File: src/rtl/exc_pkg.sv
// ---------------------------------------------------------------------------
// exc_pkg
// Shared constants for the exception-status writeback controller:
//   - status codes written to rstatus for each exception source
//   - default rstatus register index and pending-buffer depth
//   - occupancy encodings of the pending-status buffer
//   - helpers that validate and encode the ALU exception code
// ---------------------------------------------------------------------------
package exc_pkg;

    typedef logic [31:0] status_t;

    localparam status_t EXC_ADD  = 32'd1;
    localparam status_t EXC_ADDI = 32'd2;
    localparam status_t EXC_SUB  = 32'd3;
    localparam status_t EXC_MUL  = 32'd4;
    localparam status_t EXC_DIV  = 32'd5;

    localparam int RS_ADDR_DEF = 30;
    localparam int DEPTH_DEF   = 2;

    // Occupancy encodings double as the entry count.
    localparam logic [1:0] OCC_EMPTY = 2'd0;
    localparam logic [1:0] OCC_ONE   = 2'd1;
    localparam logic [1:0] OCC_FULL  = 2'd2;

    function automatic logic alu_code_valid(input logic [2:0] code);
        return (code == 3'd1) || (code == 3'd2) || (code == 3'd3);
    endfunction

    // ALU codes 1..3 map one-to-one onto EXC_ADD..EXC_SUB.
    function automatic status_t alu_status(input logic [2:0] code);
        return {29'd0, code};
    endfunction

endpackage

File: src/rtl/exc_fifo2.sv
// ---------------------------------------------------------------------------
// exc_fifo2
// Two-entry, 32-bit pending-status buffer. Up to two entries may be pushed
// per cycle (i_din0 is the older one); a pop and pushes may happen together.
//   clock    in   rising-edge clock
//   reset    in   asynchronous active-low reset (clears count and entries)
//   i_push   in   number of entries to append this cycle (0..2)
//   i_din0   in   first (older) entry to append
//   i_din1   in   second entry to append
//   i_pop    in   remove the head entry (ignored when empty)
//   i_flush  in   discard all entries and same-cycle pushes
//   o_count  out  occupancy (OCC_EMPTY / OCC_ONE / OCC_FULL)
//   o_head   out  oldest entry
// ---------------------------------------------------------------------------
module exc_fifo2
    import exc_pkg::*;
(
    input  logic       clock,
    input  logic       reset,
    input  logic [1:0] i_push,
    input  status_t    i_din0,
    input  status_t    i_din1,
    input  logic       i_pop,
    input  logic       i_flush,
    output logic [1:0] o_count,
    output status_t    o_head
);

    logic [1:0] r_occ;
    status_t    r_ent0;
    status_t    r_ent1;

    logic [1:0] w_base;
    logic [2:0] w_sum;
    logic [1:0] w_occ_n;
    status_t    w_q0;
    status_t    w_q1;
    status_t    w_n0;
    status_t    w_n1;

    always_comb begin
        // Apply the pop first, then append pushes behind what remains.
        w_q0   = r_ent0;
        w_q1   = r_ent1;
        w_base = r_occ;
        if (i_pop && (r_occ != OCC_EMPTY)) begin
            w_q0   = r_ent1;
            w_q1   = '0;
            w_base = r_occ - 2'd1;
        end

        w_n0 = w_q0;
        w_n1 = w_q1;
        if (w_base == OCC_EMPTY) begin
            if (i_push != 2'd0) w_n0 = i_din0;
            if (i_push == 2'd2) w_n1 = i_din1;
        end else if (w_base == OCC_ONE) begin
            if (i_push != 2'd0) w_n1 = i_din0;
        end

        // The controller never pushes beyond capacity; clamp defensively.
        w_sum   = {1'b0, w_base} + {1'b0, i_push};
        w_occ_n = (w_sum > {1'b0, OCC_FULL}) ? OCC_FULL : w_sum[1:0];

        if (i_flush) begin
            w_n0    = '0;
            w_n1    = '0;
            w_occ_n = OCC_EMPTY;
        end
    end

    always_ff @(posedge clock or negedge reset) begin
        if (!reset) begin
            r_occ  <= OCC_EMPTY;
            r_ent0 <= '0;
            r_ent1 <= '0;
        end else begin
            r_occ  <= w_occ_n;
            r_ent0 <= w_n0;
            r_ent1 <= w_n1;
        end
    end

    assign o_count = r_occ;
    assign o_head  = r_ent0;

endmodule

File: src/rtl/exc_wb_ctrl.sv
// ---------------------------------------------------------------------------
// exc_wb_ctrl
// Collects exception/status events from the ALU, the mult/div unit and setx,
// buffers them in a 2-entry FIFO and writes them to the rstatus register
// through the shared regfile write port whenever normal writeback is idle.
//   clock      in   rising-edge clock
//   reset      in   asynchronous active-low reset
//   alu_exc    in   ALU overflow for the writeback-stage instruction
//   alu_code   in   1=add, 2=addi, 3=sub (others invalid)
//   setx_v     in   setx retiring this cycle
//   setx_val   in   setx target value
//   md_exc     in   mult/div finished with exception
//   md_is_div  in   1=div, 0=mul
//   wb_busy    in   normal writeback owns the write port
//   flush      in   discard pending entries and same-cycle events
//   rs_we      out  rstatus write enable
//   rs_waddr   out  rstatus register index (constant RS_ADDR)
//   rs_wdata   out  rstatus write data (0 when not writing)
//   ex_stall   out  a presented event could not be accepted this cycle
//   rstatus_q  out  last value written to rstatus
//   bad_code   out  alu_exc with invalid code, or alu_exc together with setx_v
// ---------------------------------------------------------------------------
module exc_wb_ctrl
    import exc_pkg::*;
#(
    parameter int DEPTH   = DEPTH_DEF,   // only 2 is supported
    parameter int RS_ADDR = RS_ADDR_DEF
) (
    input  logic        clock,
    input  logic        reset,
    input  logic        alu_exc,
    input  logic [2:0]  alu_code,
    input  logic        setx_v,
    input  logic [31:0] setx_val,
    input  logic        md_exc,
    input  logic        md_is_div,
    input  logic        wb_busy,
    input  logic        flush,
    output logic        rs_we,
    output logic [4:0]  rs_waddr,
    output logic [31:0] rs_wdata,
    output logic        ex_stall,
    output logic [31:0] rstatus_q,
    output logic        bad_code
);

    logic [1:0] w_count;
    status_t    w_head;
    logic       w_deq;
    logic [2:0] w_cap;
    logic       w_alu_ok;
    logic       w_sec_v;
    status_t    w_sec_val;
    status_t    w_md_val;
    logic [2:0] w_n_ev;
    logic [1:0] w_push;
    status_t    w_din0;
    status_t    w_din1;
    status_t    r_rstatus;

    exc_fifo2 u_fifo (
        .clock   (clock),
        .reset   (reset),
        .i_push  (w_push),
        .i_din0  (w_din0),
        .i_din1  (w_din1),
        .i_pop   (w_deq),
        .i_flush (flush),
        .o_count (w_count),
        .o_head  (w_head)
    );

    assign w_deq    = (w_count != OCC_EMPTY) && !wb_busy;
    assign rs_we    = w_deq;
    assign rs_wdata = w_deq ? w_head : '0;
    assign rs_waddr = 5'(RS_ADDR);

    // A same-cycle dequeue frees a slot for an incoming event.
    assign w_cap = 3'(DEPTH) - {1'b0, w_count} + {2'b0, w_deq};

    // setx and ALU share the younger slot; setx wins if both are raised.
    assign w_alu_ok  = alu_exc && alu_code_valid(alu_code);
    assign w_sec_v   = setx_v || w_alu_ok;
    assign w_sec_val = setx_v ? setx_val : alu_status(alu_code);
    assign w_md_val  = md_is_div ? EXC_DIV : EXC_MUL;
    assign w_n_ev    = {2'b0, md_exc} + {2'b0, w_sec_v};

    // The mult/div event belongs to the older instruction, so it takes the
    // first slot; capacity truncation therefore drops the younger event.
    assign w_din0 = md_exc ? w_md_val : w_sec_val;
    assign w_din1 = w_sec_val;

    always_comb begin
        w_push   = 2'd0;
        ex_stall = 1'b0;
        if (!flush) begin
            if (w_n_ev > w_cap) begin
                ex_stall = 1'b1;
                w_push   = w_cap[1:0];
            end else begin
                w_push   = w_n_ev[1:0];
            end
        end
    end

    // Gated with reset so the flag reads 0 while the block is held in reset.
    assign bad_code = reset && alu_exc && (setx_v || !alu_code_valid(alu_code));

    always_ff @(posedge clock or negedge reset) begin
        if (!reset) begin
            r_rstatus <= '0;
        end else if (rs_we) begin
            r_rstatus <= rs_wdata;
        end
    end

    assign rstatus_q = r_rstatus;

endmodule

File: config.mk
export PLATFORM = sky130hd
export DESIGN_NAME = exc_wb_ctrl
export DESIGN_NICKNAME = d
export VERILOG_FILES = /design/src/rtl/exc_pkg.sv /design/src/rtl/exc_fifo2.sv /design/src/rtl/exc_wb_ctrl.sv
export SDC_FILE = /design/constraint.sdc
export NUM_CORES = 1
export LEC_CHECK = 0
export BUFFER_PORTS_ARGS = -buffer_cell sky130_fd_sc_hd__buf_2
export CAP_MARGIN = 20
export CORE_AREA = 4 4 108 130
export DETAILED_ROUTE_END_ITERATION = 7
export DIE_AREA = 0 0 112 134
export PLACE_DENSITY = 0.69
export REMOVE_ABC_BUFFERS = 1
export SYNTH_ARGS = -nofsm -noshare
export SYNTH_HDL_FRONTEND = slang
export SYNTH_SLANG_ARGS = --single-unit
File: constraint.sdc
create_clock -name clock -period 4.5 [get_ports clock]
set_input_delay 0.45 -clock clock [delete_from_list [all_inputs] [get_ports clock]]
set_output_delay 0.45 -clock clock [all_outputs]
set_load 0.005 [all_outputs]
Word level (Yosys, flattened, before mapping)

Index checks and enable logic that the tools add are counted.

Flip-flop bits (word level): 98
Input port bits: 43
Output and inout bits: 72
Word-level logic and storage cells: 51

Add/sub/neg operators: 5
Magnitude comparators: 2
Equal/unequal tests: 5
Multiplexer cells: 21
Reductions and logical operators: 14

Operators with widths:

| operator                                                               | count |
|---|---|
| 32-bit two-way mux                                                     | 13 |
| 2-bit two-way mux                                                      | 5 |
| 3-bit by 2-bit equality test with 1-bit output (second input constant) | 2 |
| 1-bit logical AND                                                      | 5 |
| 1-bit logical OR                                                       | 4 |
| 2-bit nonzero test                                                     | 2 |
| 2-bit by 2-bit adder with 3-bit output                                 | 1 |
| 3-bit by 1-bit adder with 3-bit output                                 | 1 |
| 3-bit by 1-bit equality test with 1-bit output (second input constant) | 1 |
| 2-bit by 3-bit > comparator with 1-bit output                          | 1 |
| 3-bit by 2-bit > comparator with 1-bit output (second input constant)  | 1 |
| 1-bit two-way mux                                                      | 3 |
| 2-bit by 2-bit subtractor with 3-bit output (first input constant)     | 1 |
| 1-bit by 1-bit adder with 2-bit output                                 | 1 |
| 2-bit by 1-bit equality test with 1-bit output (second input constant) | 1 |
| 2-bit equality test (second input constant)                            | 1 |
| 1-bit logical NOT                                                      | 2 |
| 2-bit logical NOT                                                      | 1 |
| 2-bit by 1-bit subtractor with 2-bit output (second input constant)    | 1 |

Longest topological paths before layout

Gate-level depths: netlist (run 1).

Word-level depth: 14
Depth in mapped cells: 19
Gate-level depth less buffers: 14

Cells and area by module

From an unflattened synthesis (run 1), not the netlist that was laid out.

Cells, all modules: 615
Area, all modules: 5764.3 sq um

Modules (own cells, without submodules):

| module      | times used | cells each | area each (sq um) | seq. area each (sq um) |
|---|---|---|---|---|
| exc_fifo2   | 1          | 413        | 3731.1            | 1651.6 |
| exc_wb_ctrl | 1          | 202        | 2033.2            | 800.8 |

Worst setup path after synthesis (run 1)

No wires, ideal clock.

Path type: reg2reg
Start: register u_fifo.r_occ[1], in the netlist u_fifo.o_count[1]
End: register u_fifo.r_occ[0], in the netlist u_fifo.o_count[0]
Library setup time: 0.120 ns
Data arrival time: 4.097 ns
Slack: 0.283 ns
Stages on the path, launching flop included: 20
Buffers on the path: 5
Period minus slack after synthesis: 4.217 ns
Cells stage by stage: dfrtp_1 > inv_1 > ha_1 > or2_1 > buf_6 > clkbuf_1 > buf_1 > ha_1 > ha_1 > ha_1 > a21oi_1 > o21a_1 > clkbuf_1 > buf_2 > nor2_1 > a211oi_1 > ha_1 > inv_1 > fa_1 > and4_1

Word-level cells in the longest chain between the ends: 10

RTL lines:

| item                                                                                | RTL line        | source |
|---|---|---|
| start, declared                                                                     | exc_fifo2.sv:29 | `logic [1:0] r_occ;` |
| start signal, assigned                                                              | exc_fifo2.sv:78 | `r_occ <= w_occ_n;` |
| branches (longest 6 deep; another with 2-bit by 2-bit subtractor with 3-bit output) | -               |  |
| 2-bit by 2-bit adder with 3-bit output (*)                                          | exc_fifo2.sv:62 | `w_sum = {1'b0, w_base} + {1'b0, i_push};` |
| 3-bit by 2-bit > comparator with 1-bit output                                       | exc_fifo2.sv:63 | `w_occ_n = (w_sum > {1'b0, OCC_FULL}) ? OCC_FULL : w_sum[1:0];` |
| 2-bit two-way mux (*)                                                               | exc_fifo2.sv:63 |  |
| 2-bit two-way mux (*)                                                               | exc_fifo2.sv:65 | `if (i_flush) begin` |
| via u_fifo.w_occ_n[0]                                                               | exc_fifo2.sv:35 | `logic [1:0] w_occ_n;` |

Mark *: on every way through the listed nets, which the timed path passes.
A chain may end at the register's enable or synchronous reset.

Final worst setup path (run 1)

Ends and elaborated chain as after synthesis.

==> impl_metrics.toml, run 1 <==
[place]
portBuffers = 109
dp_worst_setup_slack_ns = 0.5140
gp_congestion = 0.8036
dp.cells = 838
dp_hpwl_um = 10050

[global_routing]
grt_remaining_overflow = 0
grt_pass1_wl_um = 27720
antenna_found_initial = 1
grtUsageTotal = 0.2186
grt_pass1_vias = 5592
grt_max_degree = 73

[die]
initial_core_util = 0.4458
core_um2 = 12670
die_w_um = 112
boundaryPins = 115
die_y_um = 134
rows = 45
die_area_um2 = 15010

[synthesis]
ys.flop_type = "dfrtp_1"
syn_area_um2 = 5648
async_flop_share = 1.000
postSynthAreaPerCell_um2 = 9.139
synth_cells = 618
ys_types = 46
ys_warn_count = 0
yosys.area.top_type_share = 0.4342
ys_ff_latch = 98
synth_area_leaders = "dfrtp_1, a221oi_1, nand2_1, a221o_1, a21o_1"
synth_edf_count = 0
synth_top_area_cell = "dfrtp_1"
ys_seq_area_frac = 0.4342

[sta]
relSlewSlack = 0.3707
final-hold-violation-count = 0
period_share = 0.8410
rsz0062_at_grt = "no"
max_freq_ghz = 0.2642
min_period_ns = 3.785
drv_slew = 0
worstMarginPinSlew_ns = 0.9439
timing.final.ws_setup_ns = 0.7155
fin_skew_ns = 0.008434
setup_viol = 0

[finish]
antenna_cells = 0
area_growth_pct = 17.08
drive_gt1_frac = 0.2294
final_nets = 739
final_cells = 857

[outcome]
status = "finished clean"

[clock_tree]
ctsResizeCount = 0
post_cts_buffers = 0
cts_tree = "done"
worstSkewPairLatency_ns = 0.35
clockBufferDepth = 2
cts_max_level = 3
clk_pin_slew_ns = 0.07
hold_buffers = 0
root_buffer = "clkbuf_16"
cts.sinks = 98
numCtsBuffers = 9

[setup_path]
startpoint_type = "flip-flop"
crit_fanout = 5
crit_path_end_kind = "flip-flop"
critical_path_class = "flip-flop to flip-flop"
cp_data_arrival_time_ns = 4.03
cp_data_required_time_ns = 4.75
r2r_start = "u_fifo.o_count[1]"
crit_start = "u_fifo.o_count[1]"

[route]
viasPerCell = 6.379
vias = 5467
drt-total-wl_um = 16440
first_pass_iters = 5
wl_per_cell_um = 19.18
dr.first_iter.drc_count = 449
ant_nets = 0
drc = 0

[power]
powerDensity_nw_per_um2 = 568.9
power_leakage_nw = 3.400
fin_total_pwr_mw = 3.762
vdd_drop_max_v = 0.0003791

[min_path]
hold_class = "primary input to async pin"

[job]
cap_viol_max_count = 0
==> registers in the layout, summed over array words and instances, names as in the netlist <==
register / count
rstatus_q: 32
u_fifo.o_count: 2
u_fifo.o_head: 32
u_fifo.r_ent1: 32
==> synth_stat cells, types with 2 or more instances <==
library cell,count
nand2_1,98
a311oi_1,3
nor3b_1,2
nand4_1,29
conb_1,2
clkbuf_1,39
dfrtp_1,98
o211ai_1,2
a21oi_1,32
and4_1,2
inv_1,7
buf_6,6
buf_1,3
nor3_1,35
nand3_1,7
mux2_2,6
and2_1,34
a221oi_1,58
buf_2,12
buf_4,8
ha_1,7
a31oi_1,2
o21ai_0,32
nor2b_1,4
nor2_1,8
a221o_1,30
a21o_1,33
==> layer usage <==
| layer | global-route usage | vias to the layer above | wire, um |
|---|---|---|---|
| li1 | - | 2461 | - |
| met1 | 0.2829 | 2752 | 6967 |
| met3 | 0.03745 | 26 | 1077 |
| met4 | 0.07482 | 2 | 248 |
| met5 | 0 | - | 7 |
| met2 | 0.3717 | 226 | 8138 |
==> cell type report <==
type,count,area (um^2)
timing repair buffer,125,730.7
clock buffer,10,239.0
inverter,8,30.03
fill,1194,6056
sequential,98,2452
multi-input combinational,446,2858
tap,164,205.2
clock inverter,6,97.59
==> worst paths after layout <==
check | to | slack [ns] | cells past startpoint
worst max-delay path | u_fifo.o_count[0] | 0.72 | 14
worst min-delay path | u_fifo.o_head[30] | 0.03 | 1
worst max register to register | u_fifo.o_count[0] | 0.72 | 14
worst min register to register | rstatus_q[3] | 0.47 | 1
max in group asynchronous | u_fifo.r_ent1[22] | 3.22 | 2
min in group clock | u_fifo.o_head[16] | 0.38 | 3
==> logic make-up after synthesis <==
logic type	share of synthesized area
multiplexers	0.01373
AND/OR/NAND/NOR	0.1947
adder cells (fa/ha/maj)	0.01905
flip-flops	0.4342
buffers and inverters	0.06735
other	0.001330
AO/OA/AOI/OAI	0.2696
==> critical path, stage by stage, from the launching register on <==
cell      delay (ns)
dfrtp_1         0.39
inv_1           0.08
ha_1            0.19
or2_2           0.31
ha_1            0.21
ha_1            0.34
ha_1            0.33
a21oi_1         0.32
o21a_1          0.26
nor2_1          0.06
a211oi_1        0.26
ha_1            0.19
inv_1           0.05
fa_1            0.49
and4_1          0.20
==> power by group <==
part / switching [mW] / leakage (nW) / internal [mW] / total, mW
combinational: 1.05 / 1.89 / 0.661 / 1.71
sequential: 0.116 / 1.35 / 1.06 / 1.17
clock: 0.370 / 0.159 / 0.511 / 0.881
==> metrics by stage <==
stage | utilization | TNS, ns | instance area [um^2] | hold slack, ns
5_1_grt | 0.5220 | 0 | 6613 | 0.07650
6_report | 0.5220 | 0 | 6613 | 0.03447
2_1_floorplan | - | -42.76 | 5309 | 0.1544
3_5_place_dp | 0.4909 | 0 | 6218 | 0.4210
3_3_place_gp | 0.4875 | 0 | 6176 | 0.4158
4_1_cts | 0.5174 | 0 | 6555 | 0.05397
==> placed cells by master, fill, tap and decap left out, types with 5 or more instances in the layout <==
master     instances
nor2_1             6
nand4_1           29
mux2_2             6
buf_2            108
o21ai_0           32
nor3_1            33
a21oi_1           32
a221o_1           30
clkbuf_16          9
ha_1               7
nand2_1           98
dfrtp_1           98
inv_1              7
a221oi_1          58
and2_1            34
a21o_1            33
conb_1             5
nand3_1            7
buf_4             12
Note: power is estimated with default switching activity, not from simulation.
==> run 2, diff against run 1 <==
ABC_AREA = 1   (was not set)
CORE_AREA = 4 4 113 137   (was 4 4 108 130)
DIE_AREA = 0 0 117 141   (was 0 0 112 134)
PLACE_DENSITY = 0.68   (was 0.69)
clock period = 3.08 ns   (was 4.5 ns; I/O delays follow)
==> run 2 against run 1 <==
Against the previous run:
- routed wire length shrank 1.9%
- worst setup slack got worse by 0.50 ns
- first-iteration DRC count down 17%
- worst hold slack improved by 0.13 ns
- maximum frequency increased by 32%
==> impl_metrics.toml, run 2 <==
[setup_path]
startpoint_type = "flip-flop"
path_cells = "inv_1 -> ha_2 -> nor2_4 -> inv_2 -> ha_4 -> ha_4 -> ha_4 -> a21oi_4 -> nand2_2 -> nand2_2 -> nand3_4 -> inv_1 -> ha_1 -> inv_1 -> fa_1 -> nand3_2 -> nor2_2"
rr_worst_depth = 17
slowest_delay_ns = 0.54
cp_data_required_time_ns = 3.36
cp_num_cells = 17
crit_family = "adder cells"
crit_fanout = 3
crit_path_end_kind = "flip-flop"
slowest_stage = "fa_1"
cp_data_arrival_time_ns = 3.14
critical_path_class = "flip-flop to flip-flop"
crit_buf_inv = 4

[global_routing]
grt_pass1_wl_um = 28070
grt_max_degree = 110
grtUsageTotal = 0.2075
antenna_found_initial = 0
grt_pass1_vias = 5900
grt_remaining_overflow = 0

[route]
dr.first_iter.drc_count = 371
first_pass_iters = 5
ant_nets = 0
viasPerCell = 4.927
vias = 6050
wl_per_cell_um = 13.13
drc = 0
drt-total-wl_um = 16120

[power]
fin_total_pwr_mw = 6.556
power_leakage_nw = 4.025
vdd_drop_max_v = 0.0005382
powerDensity_nw_per_um2 = 894.5

[place]
dp_hpwl_um = 10100
portBuffers = 109
gp_congestion = 0.7759

[sta]
max_freq_ghz = 0.3497
period_share = 0.9285
rsz0062_at_grt = "no"
drv_slew = 0
worstMarginPinSlew_ns = 1.027
fin_tns_setup_ns = 0
relSlewSlack = 0.3154
final-hold-violation-count = 0
min_period_ns = 2.860
setup_viol = 0
fin_skew_ns = 0.007547
hold_ws_ns = 0.1673

[die]
die_y_um = 141
rows = 48
core_um2 = 14170
die_w_um = 117
boundaryPins = 115
die_area_um2 = 16500
initial_core_util = 0.4415

[clock_tree]
clk_pin_slew_ns = 0.07
clockBufferDepth = 2
cts.sinks = 98
numCtsBuffers = 9
root_buffer = "clkbuf_16"
cts_tree = "done"
worstSkewPairLatency_ns = 0.34
cts_max_level = 3

[synthesis]
synthTopCellsByCount = "nand2_1, nor2_1, inv_1"
yosys.area.top_type_share = 0.3919
async_flop_share = 1.000
synth.most_common_cell = "nand2_1"
synth_edf_count = 0
synth_top_area_cell = "dfrtp_1"
ys_types = 27
synth_area_leaders = "dfrtp_1, nand2_1, nor2_1, inv_1, o21ai_0"
syn_area_um2 = 6257
ys_ff_latch = 98
ys_seq_area_frac = 0.3919
ys.flop_type = "dfrtp_1"
ys_warn_count = 0
synth_cells = 965
postSynthAreaPerCell_um2 = 6.484

[min_path]
hold_class = "primary input to flip-flop"
hold_depth = 2

[finish]
final_nets = 1099
layout_common_cells = "nand2_1, nor2_1, inv_1, buf_2, dfrtp_1"
area_growth_pct = 17.14
layout_commonest_cell = "nand2_1"
drive_gt1_frac = 0.1956
antenna_cells = 0

[outcome]
status = "finished clean"

[job]
cap_viol_max_count = 0
==> run 2: cell types whose count changed after synthesis, moves of 41 or more <==
cell	delta
a221oi_1	-58
nor2_1	+140
nand3_1	+61
o21ai_0	+41
nand2_1	+211
inv_1	+103
==> run 2: final timing paths <==
kind,from,endpoint,slack [ns]
setup / recovery,u_fifo.o_count[0],u_fifo.o_count[0],0.22
hold / removal,flush,u_fifo.o_count[0],0.17
setup reg to reg,u_fifo.o_count[0],u_fifo.o_count[0],0.22
hold reg to reg,rstatus_q[6],rstatus_q[6],0.47
max in group asynchronous,reset,rstatus_q[20],1.69
min in group asynchronous,reset,rstatus_q[0],0.46
==> run 2: stage by stage <==
stage / setup WS, ns / util / cells / cell area [um^2]
after floorplan: -3.358 / - / 900 / 5907
after CTS: 0.006020 / 0.5118 / 1227 / 7254
final: 0.2204 / 0.5171 / 1228 / 7330
after global routing: 0.01246 / 0.5171 / 1228 / 7330
after global placement: 0.09769 / 0.4885 / 1210 / 6924
after detailed placement: 0.01486 / 0.4885 / 1210 / 6924
==> run 2: what timing repair did <==
action	in CTS	in global routing
buffers inserted	0	1
setup endpoints to repair	1	62
pin swaps	1	3
gates resized for setup	2	8
endpoints found under the hold margin	33	0
hold buffers	1	0
==> run 2: logic make-up (layout without fill, tap and decap cells) <==
| family | after synthesis | in the layout | synth area share |
|---|---|---|---|
| AO/OA/AOI/OAI | 111 | 111 | 0.09118 |
| flip-flops | 98 | 98 | 0.3919 |
| AND/OR/NAND/NOR | 566 | 566 | 0.3735 |
| other | 2 | 5 | 0.001200 |
| adder cells (fa/ha/maj) | 8 | 8 | 0.01720 |
| buffers and inverters | 180 | 265 | 0.1250 |
==> run 2: per-layer routing <==
metal  track usage  vias to the layer above  wire, um
li1              -                     3080         -
met1        0.2813                     2766      7124
met2        0.3476                      189      7827
met3       0.03134                       15       989
met4       0.04891                        0       182
met5             0                        -         0
==> run 2: power by group <==
part	switching (mW)	total, mW	leakage, nW	internal, mW
Clock	0.515	1.21	0.159	0.697
Sequential	0.165	1.87	1.31	1.71
Combinational	2.18	3.47	2.56	1.29
Total	2.86	6.56	4.02	3.69
==> run 2: cell type report <==
type                       count  area, um^2
multi-input combinational    690        3112
inverter                     112       420.4
clock buffer                  12       266.5
tap                          175       219.0
clock inverter                 4       48.80
fill                        1504        6844
sequential                    98        2452
timing repair buffer         137       810.8
==> run 3, diff against run 2 <==
CTS_BUF_LIST = sky130_fd_sc_hd__clkbuf_4   (was not set)
==> run 3 against run 2 <==
Against the previous run:
- worst setup slack about the same
- worst hold slack got worse by 0.13 ns
- largest power group unchanged
- count of clock-buffer cells in the layout decreased by 3
- highest routed layer unchanged
- maximum frequency about the same
- global-route usage decreased by 0.088 points
- register-to-register slack about the same
==> impl_metrics.toml, run 3 (same netlist as run 2, synthesis figures left out) <==
[setup_path]
crit_path_end_kind = "flip-flop"
critical_path_class = "flip-flop to flip-flop"
reg2reg_to = "u_fifo.o_count[0]"
crit_start = "u_fifo.o_count[0]"
cp_data_required_time_ns = 3.49
cp_data_arrival_time_ns = 3.26
startpoint_type = "flip-flop"
crit_buf_inv = 4
slowest_stage = "fa_1"
path_cells = "inv_1 -> ha_2 -> nor2_4 -> inv_2 -> ha_4 -> ha_4 -> ha_4 -> a21oi_4 -> nand2_2 -> nand2_2 -> nand3_4 -> inv_1 -> ha_1 -> inv_1 -> fa_1 -> nand3_2 -> nor2_2"
crit_family = "adder cells"
crit_fanout = 3
rr_worst_depth = 17
cp_num_cells = 17
rrSetupSlack_ns = 0.22
r2r_start = "u_fifo.o_count[0]"
slowest_delay_ns = 0.54

[die]
core_um2 = 14170
initial_core_util = 0.4415
boundaryPins = 115
rows = 48
die_area_um2 = 16500
die_y_um = 141
die_w_um = 117

[min_path]
min_from = "flush"
hold_depth = 2
hold_end = "u_fifo.o_count[0]"
hold_class = "primary input to flip-flop"

[sta]
worstMarginPinSlew_ns = 0.7371
timing.final.ws_setup_ns = 0.2208
max_freq_ghz = 0.3498
relSlewSlack = 0.5086
rsz0062_at_grt = "no"
min_period_ns = 2.859
final-hold-violation-count = 0
period_share = 0.9283
drv_slew = 0
setup_viol = 0
fin_skew_ns = 0.01118

[place]
gp_congestion = 0.7759
dp_worst_setup_slack_ns = 0.01486
portBuffers = 109
dp_hpwl_um = 10100
place_area_um2 = 6924

[finish]
area_growth_pct = 14.36
final_nets = 1100
drive_gt1_frac = 0.1935
multi_input_area_um2 = 3112
fillers = 1535
ff_latch_area_um2 = 2452
layout_common_cells = "nand2_1, nor2_1, inv_1, buf_2, dfrtp_1"
final_area_um2 = 7156
layout_commonest_cell = "nand2_1"

[outcome]
status = "finished clean"

[route]
viasPerCell = 4.877
drt-total-wl_um = 15970
dr.first_iter.drc_count = 416
vias = 5999
ant_nets = 0
wl_per_cell_um = 12.98
first_pass_iters = 4
drc = 0

[clock_tree]
cts.sinks = 98
cts_max_level = 3
root_buffer = "clkbuf_4"
cts_tree = "done"
clockBufferDepth = 2
numCtsBuffers = 9
clk_pin_slew_ns = 0.15
worstSkewPairLatency_ns = 0.46

[power]
power_leakage_nw = 3.944
powerDensity_nw_per_um2 = 843.7
vdd_drop_max_v = 0.0005383

[global_routing]
grt_max_degree = 110
antenna_found_initial = 1
grt_remaining_overflow = 0
grt_pass1_wl_um = 27880
grt_pass1_vias = 5870
grtUsageTotal = 0.2067

[job]
cap_viol_max_count = 0
==> run 3: cell count changes in the layout (fill, tap and decap cells not counted), sizes merged <==
cell and delta:
buf +1, clkbuf -3, clkinv +3, diode +1
==> run 3: timing repair <==
action                                  CTS  global route
endpoints found under the hold margin    33             0
pin swaps                                 2             5
endpoints found under the setup margin    1            64
hold buffers                              1             0
gates resized for setup                   2             9
buffers inserted                          1             1
==> run 3: worst register-to-register path, cell delays in order, from the launching register on <==
cell and delay [ns]:
dfrtp_1 0.41, inv_1 0.06, ha_2 0.19, nor2_4 0.10
inv_2 0.06, ha_4 0.16, ha_4 0.28, ha_4 0.21
a21oi_4 0.14, nand2_2 0.09, nand2_2 0.08, nand3_4 0.06
inv_1 0.07, ha_1 0.13, inv_1 0.05, fa_1 0.54
nand3_2 0.09, nor2_2 0.10
==> run 3: layer usage <==
metal	GRT usage	routed length, um	vias up
met3	0.03263	904	19
met5	0	0	-
met1	0.2786	7177	2743
li1	-	-	3084
met2	0.3458	7705	153
met4	0.05072	182	0
==> run 3: area by class of cell <==
cell class / count / share of cell area
antenna: 1 / 0.0003497
clock buffer: 9 / 0.009442
clock inverter: 7 / 0.008393
inverter: 112 / 0.05875
multi-input combinational: 690 / 0.4349
sequential: 98 / 0.3427
tap: 175 / 0.03060
timing repair buffer: 138 / 0.1149
==> run 3: power breakdown <==
group	internal (mW)	switching (mW)
Clock	0.239	0.456
Sequential	1.70	0.164
Combinational	1.30	2.18
Total	3.24	2.80
==> run 3: worst max-delay path by stage <==
stage / end / slack (ns)
floorplan: u_fifo.o_head[10] / -3.36
global placement: u_fifo.o_count[0] / 0.1
detailed placement: u_fifo.o_count[0] / 0.01
CTS: u_fifo.o_count[0] / 0.009
global route: u_fifo.o_count[0] / 0.01
finish: u_fifo.o_count[0] / 0.22
==> run 3: metrics by stage <==
stage               TNS (ns)  hold WS, ns  cells    util  total power, mW
finish                     0      0.03405   1230  0.5049            6.037
global route               0     0.009324   1230  0.5049            6.711
CTS                        0     0.007194   1228  0.4991            6.006
detailed placement         0       0.3071   1210  0.4885            5.277
global placement           0       0.3075   1210  0.4885            5.217
floorplan            -273.52      0.01241    900       -            4.098
